===== src/rtl/motion_pkg.sv =====
// -----------------------------------------------------------------------------
// motion_pkg
// Shared constants for the motion pipeline: image geometry, pixel coordinate
// widths, accumulator widths, motion threshold, smoothing weights and the
// centroid_tracker FSM state encodings.
//
// Optional feature macro: CENTROID_SMOOTHING_EN.
// When it is defined, the package also provides smooth_mix(), the IIR blend
// of the previous centroid with the new quotient.
// -----------------------------------------------------------------------------
package motion_pkg;

  localparam int X_WIDTH              = 9;
  localparam int Y_WIDTH              = 8;
  localparam int IMAGE_W              = 320;
  localparam int IMAGE_H              = 240;
  localparam int DIFFERENCE_THRESHOLD = 400;

  // 320*240*319 < 2^25 and 76800 < 2^17, so a full frame cannot overflow.
  localparam int ACC_WIDTH = 25;
  localparam int CNT_WIDTH = 17;

  // Smoothing weights. W_OLD + W_NEW must be 16 so the blend is a plain >>4.
  localparam int W_OLD    = 10;
  localparam int W_NEW    = 6;
  localparam int SMOOTH_W = 13;

  // FSM state encodings.
  localparam logic [1:0] ST_ACCUM   = 2'd0;
  localparam logic [1:0] ST_DIVIDE  = 2'd1;
  localparam logic [1:0] ST_SMOOTH  = 2'd2;
  localparam logic [1:0] ST_PRESENT = 2'd3;

  // One frame's worth of accumulated statistics.
  typedef struct packed {
    logic [ACC_WIDTH-1:0] x_sum;
    logic [ACC_WIDTH-1:0] y_sum;
    logic [CNT_WIDTH-1:0] cnt;
  } acc_t;

`ifdef CENTROID_SMOOTHING_EN
  // (old*W_OLD + new*W_NEW) >> 4, evaluated in SMOOTH_W bits and truncated.
  // With coordinates below 320 the largest sum is 319*16 = 5104, which fits.
  function automatic logic [SMOOTH_W-1:0] smooth_mix(
    input logic [SMOOTH_W-1:0] old_v,
    input logic [SMOOTH_W-1:0] new_v
  );
    logic [SMOOTH_W-1:0] sum_v;
    sum_v = (old_v * SMOOTH_W'(W_OLD)) + (new_v * SMOOTH_W'(W_NEW));
    return sum_v >> 4;
  endfunction
`endif

endpackage


===== src/rtl/centroid_tracker_if.sv =====
// -----------------------------------------------------------------------------
// centroid_tracker_if
// Bundles the diff-pixel snoop stream and the centroid result handshake.
//
//   pix_en, pix_diff     diff pixel write strobe and diff bit
//   pix_x, pix_y         pixel column / row
//   frame_end            one-cycle pulse on the last pixel of a frame
//   centroid_x/y         smoothed centroid
//   motion_detected      last presented frame reached the motion threshold
//   centroid_valid       result available, held until accepted
//   centroid_ready       consumer ready
//   frame_dropped        one-cycle pulse, a frame result was discarded
//
// Handshake: centroid_valid rises when a result is available and then stays
// high, with centroid_x/y and motion_detected held stable, until the consumer
// has centroid_ready high on a rising clock edge. That edge is the transfer,
// and valid is low after it. Ready may be high at any time and has no effect
// while valid is low.
//
// master: the producer/consumer side (drives pixels, frame_end, ready).
// slave : centroid_tracker.
// -----------------------------------------------------------------------------
interface centroid_tracker_if;

  logic                            pix_en;
  logic                            pix_diff;
  logic [motion_pkg::X_WIDTH-1:0]  pix_x;
  logic [motion_pkg::Y_WIDTH-1:0]  pix_y;
  logic                            frame_end;

  logic [motion_pkg::X_WIDTH-1:0]  centroid_x;
  logic [motion_pkg::Y_WIDTH-1:0]  centroid_y;
  logic                            motion_detected;
  logic                            centroid_valid;
  logic                            centroid_ready;
  logic                            frame_dropped;

  modport master (
    output pix_en, pix_diff, pix_x, pix_y, frame_end, centroid_ready,
    input  centroid_x, centroid_y, motion_detected, centroid_valid, frame_dropped
  );

  modport slave (
    input  pix_en, pix_diff, pix_x, pix_y, frame_end, centroid_ready,
    output centroid_x, centroid_y, motion_detected, centroid_valid, frame_dropped
  );

endinterface


===== src/rtl/seq_divider.sv =====
// -----------------------------------------------------------------------------
// seq_divider
// Unsigned restoring divider, one quotient bit per clock, DIVIDEND_W clocks.
//
//   clock, resetn  clock and synchronous active-low reset (aborts a divide)
//   i_start        load operands; iterations run on the following edges
//   i_dividend     dividend, DIVIDEND_W bits
//   i_divisor      divisor, DIVISOR_W bits (must be non-zero)
//   o_busy         iterations in progress
//   o_done         high during the final iteration; o_quotient holds the
//                  complete result from the next cycle on
//   o_quotient     quotient, DIVIDEND_W bits
// -----------------------------------------------------------------------------
module seq_divider #(
  parameter int DIVIDEND_W = 25,
  parameter int DIVISOR_W  = 17
) (
  input  logic                  clock,
  input  logic                  resetn,
  input  logic                  i_start,
  input  logic [DIVIDEND_W-1:0] i_dividend,
  input  logic [DIVISOR_W-1:0]  i_divisor,
  output logic                  o_busy,
  output logic                  o_done,
  output logic [DIVIDEND_W-1:0] o_quotient
);

  localparam int CW = $clog2(DIVIDEND_W + 1);

  // r_quo starts as the dividend; each iteration shifts one dividend bit out
  // of the top and one quotient bit in at the bottom.
  logic [DIVIDEND_W-1:0] r_quo;
  logic [DIVISOR_W-1:0]  r_rem;
  logic [DIVISOR_W-1:0]  r_dvs;
  logic [CW-1:0]         r_cnt;
  logic                  r_busy;

  logic [DIVISOR_W:0]    w_trial;
  logic [DIVISOR_W-1:0]  w_diff;
  logic                  w_fits;

  // The remainder is always below the divisor, so the trial value fits in
  // DIVISOR_W+1 bits and trial-divisor fits back into DIVISOR_W bits.
  always_comb begin
    w_trial = {r_rem, r_quo[DIVIDEND_W-1]};
    w_fits  = (w_trial >= {1'b0, r_dvs});
    w_diff  = w_trial[DIVISOR_W-1:0] - r_dvs;
  end

  always_ff @(posedge clock) begin
    if (!resetn) begin
      r_quo  <= '0;
      r_rem  <= '0;
      r_dvs  <= '0;
      r_cnt  <= '0;
      r_busy <= 1'b0;
    end else if (i_start) begin
      r_quo  <= i_dividend;
      r_rem  <= '0;
      r_dvs  <= i_divisor;
      r_cnt  <= CW'(DIVIDEND_W);
      r_busy <= 1'b1;
    end else if (r_busy) begin
      r_rem <= w_fits ? w_diff : w_trial[DIVISOR_W-1:0];
      r_quo <= {r_quo[DIVIDEND_W-2:0], w_fits};
      r_cnt <= r_cnt - 1'b1;
      if (r_cnt == CW'(1)) begin
        r_busy <= 1'b0;
      end
    end
  end

  assign o_busy     = r_busy;
  assign o_done     = r_busy && (r_cnt == CW'(1));
  assign o_quotient = r_quo;

endmodule


===== src/rtl/centroid_tracker.sv =====
// -----------------------------------------------------------------------------
// centroid_tracker
// Snoops the binary-diff pixel write stream, sums x, y and the number of set
// pixels over each frame, divides at frame end to get the motion centroid,
// optionally smooths it, and presents {x,y} over a valid/ready handshake.
//
//   clock      single clock
//   resetn     synchronous active-low reset; aborts any divide in progress
//   io_bus     centroid_tracker_if.slave: pixel stream in, result out
//   o_state    current FSM state (ST_ACCUM/DIVIDE/SMOOTH/PRESENT)
//
// Optional feature macro: CENTROID_SMOOTHING_EN.
//   defined   : SMOOTH blends old and new, (old*W_OLD + q*W_NEW) >> 4
//   undefined : SMOOTH loads the raw quotients, no multipliers
//
// Result timing from the edge that samples frame_end in ST_ACCUM:
//   motion frame    : valid high after ACC_WIDTH+2 edges
//   no-motion frame : valid high after 3 edges
// -----------------------------------------------------------------------------
module centroid_tracker
  import motion_pkg::*;
(
  input  logic              clock,
  input  logic              resetn,
  centroid_tracker_if.slave io_bus,
  output logic [1:0]        o_state
);

  logic [1:0]           r_state;
  logic [ACC_WIDTH-1:0] r_x_sum;
  logic [ACC_WIDTH-1:0] r_y_sum;
  logic [CNT_WIDTH-1:0] r_cnt;
  acc_t                 r_snap;
  logic                 r_div_started;
  logic                 r_frame_motion;
  logic                 r_motion;
  logic                 r_drop;
  logic [X_WIDTH-1:0]   r_cx;
  logic [Y_WIDTH-1:0]   r_cy;

  logic                 w_hit;
  acc_t                 w_acc_next;
  logic                 w_enough;
  logic                 w_div_start;
  logic                 w_done_x;
  logic                 w_done_y;
  logic                 w_busy_x;
  logic                 w_busy_y;
  logic [ACC_WIDTH-1:0] w_qx;
  logic [ACC_WIDTH-1:0] w_qy;
  logic [X_WIDTH-1:0]   w_new_x;
  logic [Y_WIDTH-1:0]   w_new_y;
  logic                 w_unused_bits;

  // ---------------------------------------------------------------------------
  // Accumulation runs in every state. w_acc_next already includes the pixel of
  // the current cycle, so a pixel arriving with frame_end lands in the
  // snapshot of the frame it belongs to.
  // ---------------------------------------------------------------------------
  always_comb begin
    w_hit = io_bus.pix_en && io_bus.pix_diff &&
            (io_bus.pix_x < X_WIDTH'(IMAGE_W)) &&
            (io_bus.pix_y < Y_WIDTH'(IMAGE_H));
    w_acc_next.x_sum = r_x_sum + (w_hit ? ACC_WIDTH'(io_bus.pix_x) : '0);
    w_acc_next.y_sum = r_y_sum + (w_hit ? ACC_WIDTH'(io_bus.pix_y) : '0);
    w_acc_next.cnt   = r_cnt   + (w_hit ? CNT_WIDTH'(1) : '0);
  end

  // Every frame_end starts a fresh frame, even when its result is dropped.
  always_ff @(posedge clock) begin
    if (!resetn) begin
      r_x_sum <= '0;
      r_y_sum <= '0;
      r_cnt   <= '0;
    end else if (io_bus.frame_end) begin
      r_x_sum <= '0;
      r_y_sum <= '0;
      r_cnt   <= '0;
    end else begin
      r_x_sum <= w_acc_next.x_sum;
      r_y_sum <= w_acc_next.y_sum;
      r_cnt   <= w_acc_next.cnt;
    end
  end

  // ---------------------------------------------------------------------------
  // Dividers. A frame below the threshold never starts them, which also keeps
  // a zero count away from the divisor.
  // ---------------------------------------------------------------------------
  assign w_enough    = (r_snap.cnt >= CNT_WIDTH'(DIFFERENCE_THRESHOLD));
  assign w_div_start = (r_state == ST_DIVIDE) && !r_div_started && w_enough;

  seq_divider #(
    .DIVIDEND_W (ACC_WIDTH),
    .DIVISOR_W  (CNT_WIDTH)
  ) u_div_x (
    .clock      (clock),
    .resetn     (resetn),
    .i_start    (w_div_start),
    .i_dividend (r_snap.x_sum),
    .i_divisor  (r_snap.cnt),
    .o_busy     (w_busy_x),
    .o_done     (w_done_x),
    .o_quotient (w_qx)
  );

  seq_divider #(
    .DIVIDEND_W (ACC_WIDTH),
    .DIVISOR_W  (CNT_WIDTH)
  ) u_div_y (
    .clock      (clock),
    .resetn     (resetn),
    .i_start    (w_div_start),
    .i_dividend (r_snap.y_sum),
    .i_divisor  (r_snap.cnt),
    .o_busy     (w_busy_y),
    .o_done     (w_done_y),
    .o_quotient (w_qy)
  );

  // ---------------------------------------------------------------------------
  // New centroid value loaded in SMOOTH. Quotients of in-range pixels are
  // below the image size, so only the coordinate-width low bits matter.
  // ---------------------------------------------------------------------------
`ifdef CENTROID_SMOOTHING_EN
  logic [SMOOTH_W-1:0] w_mix_x;
  logic [SMOOTH_W-1:0] w_mix_y;

  assign w_mix_x = smooth_mix(SMOOTH_W'(r_cx), SMOOTH_W'(w_qx[X_WIDTH-1:0]));
  assign w_mix_y = smooth_mix(SMOOTH_W'(r_cy), SMOOTH_W'(w_qy[Y_WIDTH-1:0]));
  assign w_new_x = w_mix_x[X_WIDTH-1:0];
  assign w_new_y = w_mix_y[Y_WIDTH-1:0];
  assign w_unused_bits = ^{w_qx[ACC_WIDTH-1:X_WIDTH], w_qy[ACC_WIDTH-1:Y_WIDTH],
                           w_busy_x, w_busy_y,
                           w_mix_x[SMOOTH_W-1:X_WIDTH], w_mix_y[SMOOTH_W-1:Y_WIDTH]};
`else
  assign w_new_x = w_qx[X_WIDTH-1:0];
  assign w_new_y = w_qy[Y_WIDTH-1:0];
  assign w_unused_bits = ^{w_qx[ACC_WIDTH-1:X_WIDTH], w_qy[ACC_WIDTH-1:Y_WIDTH],
                           w_busy_x, w_busy_y};
`endif

  // ---------------------------------------------------------------------------
  // FSM: ACCUM -> DIVIDE -> SMOOTH -> PRESENT -> ACCUM.
  // The first DIVIDE cycle latches the motion decision and starts the
  // dividers; the state then waits for the final divider iteration, or leaves
  // on the next cycle when the frame is below the threshold.
  // ---------------------------------------------------------------------------
  always_ff @(posedge clock) begin
    if (!resetn) begin
      r_state        <= ST_ACCUM;
      r_snap         <= '0;
      r_div_started  <= 1'b0;
      r_frame_motion <= 1'b0;
      r_motion       <= 1'b0;
      r_drop         <= 1'b0;
      r_cx           <= X_WIDTH'(IMAGE_W / 2);
      r_cy           <= Y_WIDTH'(IMAGE_H / 2);
    end else begin
      // A frame ending while a result is still in flight or unaccepted is
      // discarded; the in-flight result is left alone.
      r_drop <= io_bus.frame_end && (r_state != ST_ACCUM);

      case (r_state)
        ST_ACCUM: begin
          if (io_bus.frame_end) begin
            r_snap        <= w_acc_next;
            r_div_started <= 1'b0;
            r_state       <= ST_DIVIDE;
          end
        end
        ST_DIVIDE: begin
          if (!r_div_started) begin
            r_div_started  <= 1'b1;
            r_frame_motion <= w_enough;
          end else if (!r_frame_motion || (w_done_x && w_done_y)) begin
            r_state <= ST_SMOOTH;
          end
        end
        ST_SMOOTH: begin
          if (r_frame_motion) begin
            r_cx <= w_new_x;
            r_cy <= w_new_y;
          end
          r_motion <= r_frame_motion;
          r_state  <= ST_PRESENT;
        end
        ST_PRESENT: begin
          if (io_bus.centroid_ready) begin
            r_state <= ST_ACCUM;
          end
        end
        default: r_state <= ST_ACCUM;
      endcase
    end
  end

  assign io_bus.centroid_x      = r_cx;
  assign io_bus.centroid_y      = r_cy;
  assign io_bus.motion_detected = r_motion;
  assign io_bus.centroid_valid  = (r_state == ST_PRESENT);
  assign io_bus.frame_dropped   = r_drop;
  assign o_state                = r_state;

endmodule


===== src/flat_wrapper.sv =====
// flat-port wrapper written by rule: the top's interface ports become plain ports
module centroid_tracker_flat import motion_pkg::*;
  (clock, resetn, o_state, io_bus_pix_en, io_bus_pix_diff, io_bus_pix_x, io_bus_pix_y, io_bus_frame_end, io_bus_centroid_ready, io_bus_centroid_x, io_bus_centroid_y, io_bus_motion_detected, io_bus_centroid_valid, io_bus_frame_dropped);
  centroid_tracker_if io_bus_i ();
  input  logic clock;
  input  logic resetn;
  output logic [1:0] o_state;
  input wire logic [$bits(io_bus_i.pix_en)-1:0] io_bus_pix_en;
  input wire logic [$bits(io_bus_i.pix_diff)-1:0] io_bus_pix_diff;
  input wire logic [$bits(io_bus_i.pix_x)-1:0] io_bus_pix_x;
  input wire logic [$bits(io_bus_i.pix_y)-1:0] io_bus_pix_y;
  input wire logic [$bits(io_bus_i.frame_end)-1:0] io_bus_frame_end;
  input wire logic [$bits(io_bus_i.centroid_ready)-1:0] io_bus_centroid_ready;
  output wire logic [$bits(io_bus_i.centroid_x)-1:0] io_bus_centroid_x;
  output wire logic [$bits(io_bus_i.centroid_y)-1:0] io_bus_centroid_y;
  output wire logic [$bits(io_bus_i.motion_detected)-1:0] io_bus_motion_detected;
  output wire logic [$bits(io_bus_i.centroid_valid)-1:0] io_bus_centroid_valid;
  output wire logic [$bits(io_bus_i.frame_dropped)-1:0] io_bus_frame_dropped;
  assign io_bus_i.pix_en = io_bus_pix_en;
  assign io_bus_i.pix_diff = io_bus_pix_diff;
  assign io_bus_i.pix_x = io_bus_pix_x;
  assign io_bus_i.pix_y = io_bus_pix_y;
  assign io_bus_i.frame_end = io_bus_frame_end;
  assign io_bus_i.centroid_ready = io_bus_centroid_ready;
  assign io_bus_centroid_x = io_bus_i.centroid_x;
  assign io_bus_centroid_y = io_bus_i.centroid_y;
  assign io_bus_motion_detected = io_bus_i.motion_detected;
  assign io_bus_centroid_valid = io_bus_i.centroid_valid;
  assign io_bus_frame_dropped = io_bus_i.frame_dropped;
  centroid_tracker u_core (.clock(clock), .resetn(resetn), .io_bus(io_bus_i), .o_state(o_state));
endmodule

===== config.mk =====
export PLATFORM = sky130hd
export DESIGN_NAME = centroid_tracker_flat
export DESIGN_NICKNAME = d
export VERILOG_FILES = /design/src/rtl/motion_pkg.sv /design/src/rtl/centroid_tracker_if.sv /design/src/rtl/seq_divider.sv /design/src/rtl/centroid_tracker.sv /design/src/flat_wrapper.sv
export SDC_FILE = /design/constraint.sdc
export NUM_CORES = 1
export LEC_CHECK = 0
export BUFFER_PORTS_ARGS = -buffer_cell sky130_fd_sc_hd__buf_2
export CAP_MARGIN = 40
export CORE_MARGIN = 2
export CORE_UTILIZATION = 60
export DETAILED_ROUTE_END_ITERATION = 6
export GPL_ROUTABILITY_DRIVEN = 0
export GPL_TIMING_DRIVEN = 1
export PLACE_DENSITY = 0.77
export SYNTH_ARGS = -nofsm -noshare
export SYNTH_HDL_FRONTEND = slang
export SYNTH_SLANG_ARGS = --single-unit

===== constraint.sdc =====
create_clock -name clock -period 4.8 [get_ports clock]
set_input_delay 0.48 -clock clock [delete_from_list [all_inputs] [get_ports clock]]
set_output_delay 0.48 -clock clock [all_outputs]
set_load 0.03 [all_outputs]

After elaboration in Yosys (flattened, before gate mapping):

Cells that the tools add are included.
W data, S select, Z words.

* reductions and logical operators: 24
* eq/ne operators: 9
* bitwise logic cells: 2
* multiplexer cells: 26
* $lt $le $gt $ge: 5
* $add $sub $neg: 7

Operator list (number)
* $mux W25: 4
* $add A25 B25 Y25: 2
* $ge A18 B17 Y1: 2
* $mux W17: 2
* $sub A17 B17 Y17: 2
* $mux W5: 4
* $add A17 B17 Y17: 1
* $ge A17 B9 Y1 const B: 1
* $eq A5 B1 Y1 const B: 2
* $sub A5 B1 Y5 const B: 2
* $logic_and A1 B1 Y1: 9
* $lt A9 B9 Y1 const B: 1
* $mux W9: 1
* $lt A8 B8 Y1 const B: 1
* $mux W1: 8
* $mux W2: 4
* $mux W8: 1
* $pmux W2 S4: 1
* $reduce_and A2 Y1: 4
* $reduce_bool A2 Y1: 4
* $ne A2 B2 Y1 const B: 3
* $eq A2 B2 Y1 const B: 2
* $reduce_and A4 Y1: 1
* $reduce_or A2 Y1: 2
* 7 further kinds: 9

* bits of input ports: 23
* output and inout bits: 22
* register bits after elaboration: 270

Depth between registers and ports, before layout:

* depth after elaboration: 7
* depth in mapped cells: 14

Modules after synthesis:

From an unflattened synthesis, not the netlist that was laid out.

* cells, all modules: 1657
* area, all modules: 14355.0 um^2

Modules (own cells, without submodules)
* seq_divider: cells an instance 448, area each 3822.4 um^2, instances 2
* centroid_tracker: cells an instance 761, area each 6710.2 um^2, instances 1

Worst setup path after synthesis:

No wires, ideal clock.

* path kind: input-to-reg
* start point: input port io_bus_pix_y[4]
* end point: register u_core.r_snap[33] in the netlist's numbering
* stages on the path: 14
* arrival time: 3.189 ns
* setup slack: 1.479 ns
* cell sequence: nand4_1 > and4_1 > clkbuf_1 > clkbuf_1 > and2_1 > ha_1 > fa_1 > a21o_1 > a211o_1 > a2111oi_4 > nor2_2 > nand4_1 > xor2_1 > a21oi_1

* cells in the longest elaborated chain, start to end: 4

Ends and longest elaborated chain
* from (decl): RTL line flat_wrapper.sv:11 `input wire logic [$bits(io_bus_i.pix_y)-1:0] io_bus_pix_y;`
* $lt A8 B8 Y1: RTL line centroid_tracker.sv:63 `(io_bus.pix_y < Y_WIDTH'(IMAGE_H));`
* $logic_and A1 B1 Y1: RTL line centroid_tracker.sv:62 `(io_bus.pix_x < X_WIDTH'(IMAGE_W)) &&`
* $mux W8 (*): RTL line centroid_tracker.sv:65 `w_acc_next.y_sum = r_y_sum + (w_hit ? ACC_WIDTH'(io_bus.pix_y) : '0);`
* $add A25 B25 Y25 (*): RTL line centroid_tracker.sv:65
* to (signal assigned): RTL line centroid_tracker.sv:167 `r_snap <= w_acc_next;`
* to (decl): RTL line centroid_tracker.sv:33 `acc_t r_snap;`

Mark *: on every way between the ends. The rest lies on a longest branch, timed or not.
A chain may end at the register's enable or synchronous reset.

Final worst setup path:

* start point: input port io_bus_pix_y[4]
* end point: register u_core.r_snap[31] in the netlist's numbering

Same word-level chain as after synthesis.

==> metrics.log <==
INFO  metric hold_path.class = primary input to register
INFO  metric routed_via_density = roughly 6
INFO  metric layout_commonest_cell = dfxtp_1
INFO  metric worst_r2r_startpoint = u_core.r_snap[4]
INFO  metric post-route-cell-area = about 14,000 um2
INFO  metric worst-endpoint-arrival = 3.57 ns
INFO  metric grt_pass1_wl = 48,700 um
INFO  metric critPathMaxStageDelay = approximately 0.43 ns
INFO  metric final_core_util = 66.8%
INFO  metric clockPowerShare = 20.9%
INFO  metric antenna_cells_inserted = 0
INFO  metric synth-warning-count = 0
INFO  metric status = complete, no violations
INFO  metric mapped_cells = 1,516
INFO  metric number_of_cts_inserted_buffers = 29
INFO  metric detailed_place.area = ~13,000 um2
INFO  metric power.static_leakage = between 5 and 6 nW
INFO  metric number_of_enable_type_register_cells_in_the_synthesized_netlist = 0
INFO  metric worst_hold_startpoint = io_bus_frame_end
INFO  metric clock-root-buffer = clkbuf_16
INFO  metric tritoncts_clock_tree = yes
INFO  metric timing.fmax = around 320 MHz
INFO  metric post_cts_buffers = 0
INFO  metric cts.reportedPaths.clkPinSlew = roughly 0.06 ns
INFO  metric vdd.ir_drop.worst = 0.000525 V
INFO  metric worstMarginPinSlew = 0.755 ns
INFO  metric grt_setup_unrepaired = false
INFO  metric setup-violations-final = 0
INFO  metric drive_gt1_share = around 8.6%
INFO  metric mappedNetlistArea = 13,100 um2
INFO  metric clock_skew = just under 0.02 ns
INFO  metric layout.nets = 1,604
INFO  metric number_of_distinct_standard_cells_referenced_by_the_synthesized_netlist = between 70 and 80
INFO  metric total_die_area = ~23,000 um2
INFO  metric largest_net_degree_at_the_start_of_global_routing = between 70 and 80
INFO  metric placement.io_buffers = 44
INFO  metric grt_antenna_before_repair = 0
INFO  metric first_global_vias = around 10,000
INFO  metric detailroute.via_count = between 10,000 and 15,000
INFO  metric crit_path_cell_trace = buf_2, nand4_1, and4_1, and2_1, ha_1, fa_1, a21o_1, a211o_1, a2111oi_4, nor2_2, nand3_1, xor2_1, a21oi_1
INFO  metric final_cell_mix = 268 x dfxtp_1, 207 x nor2_1, 131 x nand2_1, 114 x a21oi_1, 82 x a211oi_1
INFO  metric synth-main-ff-cell = dfxtp_1
INFO  metric crit_startpoint = io_bus_pix_y[4]
INFO  metric initialDrtViolationCount = 754
INFO  metric post_drt_wl_per_cell = roughly 16 um
INFO  metric clock_sinks = 270
INFO  metric crit_path_top_delay_cell = fa_1
INFO  metric synth.net_count = roughly 1,600
INFO  metric area_growth = 10.2%
INFO  metric gr-total-overflow = 0
INFO  metric critPathLaunchType = primary input
INFO  metric hpwl = approximately 20,000 um
INFO  metric postSynth.asyncResetShare = 0%
INFO  metric internal = between 0.006 and 0.007 W
INFO  metric worst-path-buf-inv = 1
INFO  metric post_synth.cell_area_avg = around 8.6 um2
INFO  metric htree_num_levels = 1
INFO  metric floorplan.die.width = ~150 um
INFO  metric fin_setup_tns = 0 ns
INFO  metric swShare = 40.6%
INFO  metric floorplan.initialDensity = 60.6%
INFO  metric synth-seq-cells = between 200 and 300
INFO  metric net-switching-power = between 0.004 and 0.005 W
INFO  metric finalMaxSlewViolations = 0
INFO  metric crit_fanout = 18
INFO  metric drv_cap = 0
INFO  metric critPathTopFamily = compound AO/OA/AOI/OAI gates
INFO  metric worstSetupPathType = primary input to register
INFO  metric ant_nets = 0
INFO  metric die_y = ~150 um
INFO  metric final_hold_viol_count = 0
INFO  metric drt-total-wl = about 30,000 um
INFO  metric number_of_rows_in_the_core_area = between 50 and 60
INFO  metric synth-seq-area-share = about two fifths
INFO  metric slew_headroom = 49.6%
INFO  metric clk-insertion-delay-late = 0.54 ns
INFO  metric top_level_i_o_count = 45
INFO  metric cts_repair_resize_count = 0
INFO  metric dr.pass1.iters = 5
INFO  metric final_min_period_over_clock_period = 65.8%
INFO  metric maximum_clock_path_buffer_count = 3
INFO  metric detail_route.drc_violations = 0
INFO  metric post_cts_hold_buffer_count = 0
INFO  metric sequential_power_share = between 20% and 30%
INFO  metric track_usage = 24.5%
INFO  metric core_area = between 20,000 and 25,000 um2
INFO  metric worst_ep_required_time = approximately 5.2 ns
INFO  metric power.density = 742 nW/um2
INFO  metric min_period = 3.16 ns
INFO  metric relative_contribution_of_combinational_cells_to_total_power = 49.4%
INFO  metric timing.critical_path.to_type = register
[layout make-up]
type | instances | area [um2]
timing repair buffer | 57 | 365
clock inverter | 7 | 93.8
multi-input combinational | 1114 | 7190
fill | 1782 | 7170
inverter | 44 | 168
clock buffer | 44 | 872
sequential | 270 | 5410
tap | 280 | 350
[flip-flops by register name, summed over array words and instances, names as in the netlist, 2 cells and up]
| register | cells |
|---|---|
| u_core.io_bus.centroid_x | 9 |
| u_core.r_y_sum | 25 |
| u_core.io_bus.centroid_y | 8 |
| u_core.u_div_x.r_cnt | 5 |
| u_core.u_div_x.r_dvs | 17 |
| u_core.u_div_x.o_quotient | 25 |
| u_core.r_x_sum | 25 |
| u_core.u_div_y.r_rem | 17 |
| u_core.r_cnt | 17 |
| u_core.u_div_y.r_cnt | 5 |
| u_core.u_div_y.o_quotient | 25 |
| u_core.o_state | 2 |
| u_core.r_snap | 67 |
| u_core.u_div_x.r_rem | 17 |
[synth_stat cells, drive strengths merged (3+ instances only)]
| cell | n | share of area, % |
|---|---|---|
| dfxtp | 270 | 41 |
| nor2 | 209 | 6.0 |
| nand2 | 132 | 3.8 |
| a21oi | 118 | 4.6 |
| a211oi | 82 | 4.7 |
| o21ai | 79 | 3.1 |
| clkbuf | 72 | 2.1 |
| mux2i | 69 | 5.3 |
| ha | 61 | 5.8 |
| xor2 | 48 | 3.2 |
| nand3 | 45 | 1.7 |
| inv | 43 | 1.2 |
| xnor2 | 39 | 2.6 |
| and2 | 30 | 1.4 |
| nand4 | 17 | 0.81 |
| and3 | 16 | 0.76 |
| buf | 16 | 0.72 |
| o21a | 16 | 0.92 |
| a21o | 12 | 0.69 |
| a31oi | 12 | 0.62 |
| nor2b | 11 | 0.58 |
| o211ai | 11 | 0.67 |
| nor3 | 10 | 0.38 |
| nand2b | 8 | 0.38 |
| and4 | 7 | 0.47 |
| mux2 | 5 | 0.52 |
| nand3b | 5 | 0.29 |
| o2111ai | 5 | 0.33 |
| o22ai | 5 | 0.24 |
| o31ai | 5 | 0.39 |
| or3 | 5 | 0.24 |
| a41oi | 4 | 0.38 |
| fa | 4 | 0.61 |
| nor3b | 4 | 0.23 |
| nor4 | 4 | 0.19 |
| o31a | 4 | 0.27 |
| a21boi | 3 | 0.17 |
| nor4b | 3 | 0.20 |
[metal layers]
| layer | vias to the layer above | GRT usage [%] | share of wire (%) | wire, um |
|---|---|---|---|---|
| met5 | - | 0 | 0 | 0 |
| met4 | 0 | 5.70 | 1.9 | 568 |
| met3 | 41 | 3.11 | 4.6 | 1350 |
| met2 | 206 | 40.5 | 46 | 13400 |
| met1 | 5065 | 34.5 | 48 | 13900 |
| li1 | 5331 | - | - | - |
[power by group through the flow]
| stage | clock (W) | combinational [W] | sequential (W) |
|---|---|---|---|
| after floorplan | 0 | 0.00443 | 0.00308 |
| after global placement | 0 | 0.00506 | 0.00324 |
| after detailed placement | 0 | 0.00522 | 0.00322 |
| after CTS | 0.00226 | 0.00527 | 0.00318 |
| after global routing | 0.00236 | 0.00585 | 0.00326 |
| final | 0.00224 | 0.00530 | 0.00319 |
[metrics by stage]
step	hold slack, ns	setup WS, ns	power, W	instances
6_report	0.240	1.64	0.0107	1816
5_1_grt	0.248	1.42	0.0115	1816
4_1_cts	0.224	1.63	0.0107	1816
3_5_place_dp	0.445	1.14	0.00844	1765
3_3_place_gp	0.439	1.21	0.00830	1762
2_1_floorplan	0.428	1.48	0.00750	1516
[final timing paths]
| path | cells after the start | endpoint | slack, ns |
|---|---|---|---|
| max | 13 | u_core.r_snap[31] | 1.64 |
| min | 3 | u_core.io_bus.frame_dropped | 0.24 |
| max reg2reg | 6 | u_core.u_div_x.r_rem[16] | 1.71 |
| min reg2reg | 2 | u_core.io_bus.centroid_x[1] | 0.45 |
[worst reg2reg max path, cell delays in order (launching register included)]
cell,delay [ns]
dfxtp_1,0.33
o311ai_0,0.63
a31o_4,0.75
nand2_1,0.63
nor2_1,0.38
o2bb2a_1,0.25
o21ai_0,0.07
[kinds of logic (layout without fill, tap and decap cells)]
logic type,Yosys count,after routing,synth area share [%]
compound gates,379,379,19.0
xor+xnor,87,87,5.81
fa+ha+maj,65,65,6.43
buf+inv,132,152,4.04
flops,270,270,41.2
mux,74,74,5.78
simple gates,509,509,17.7
Power figures use the tool's default switching activity.
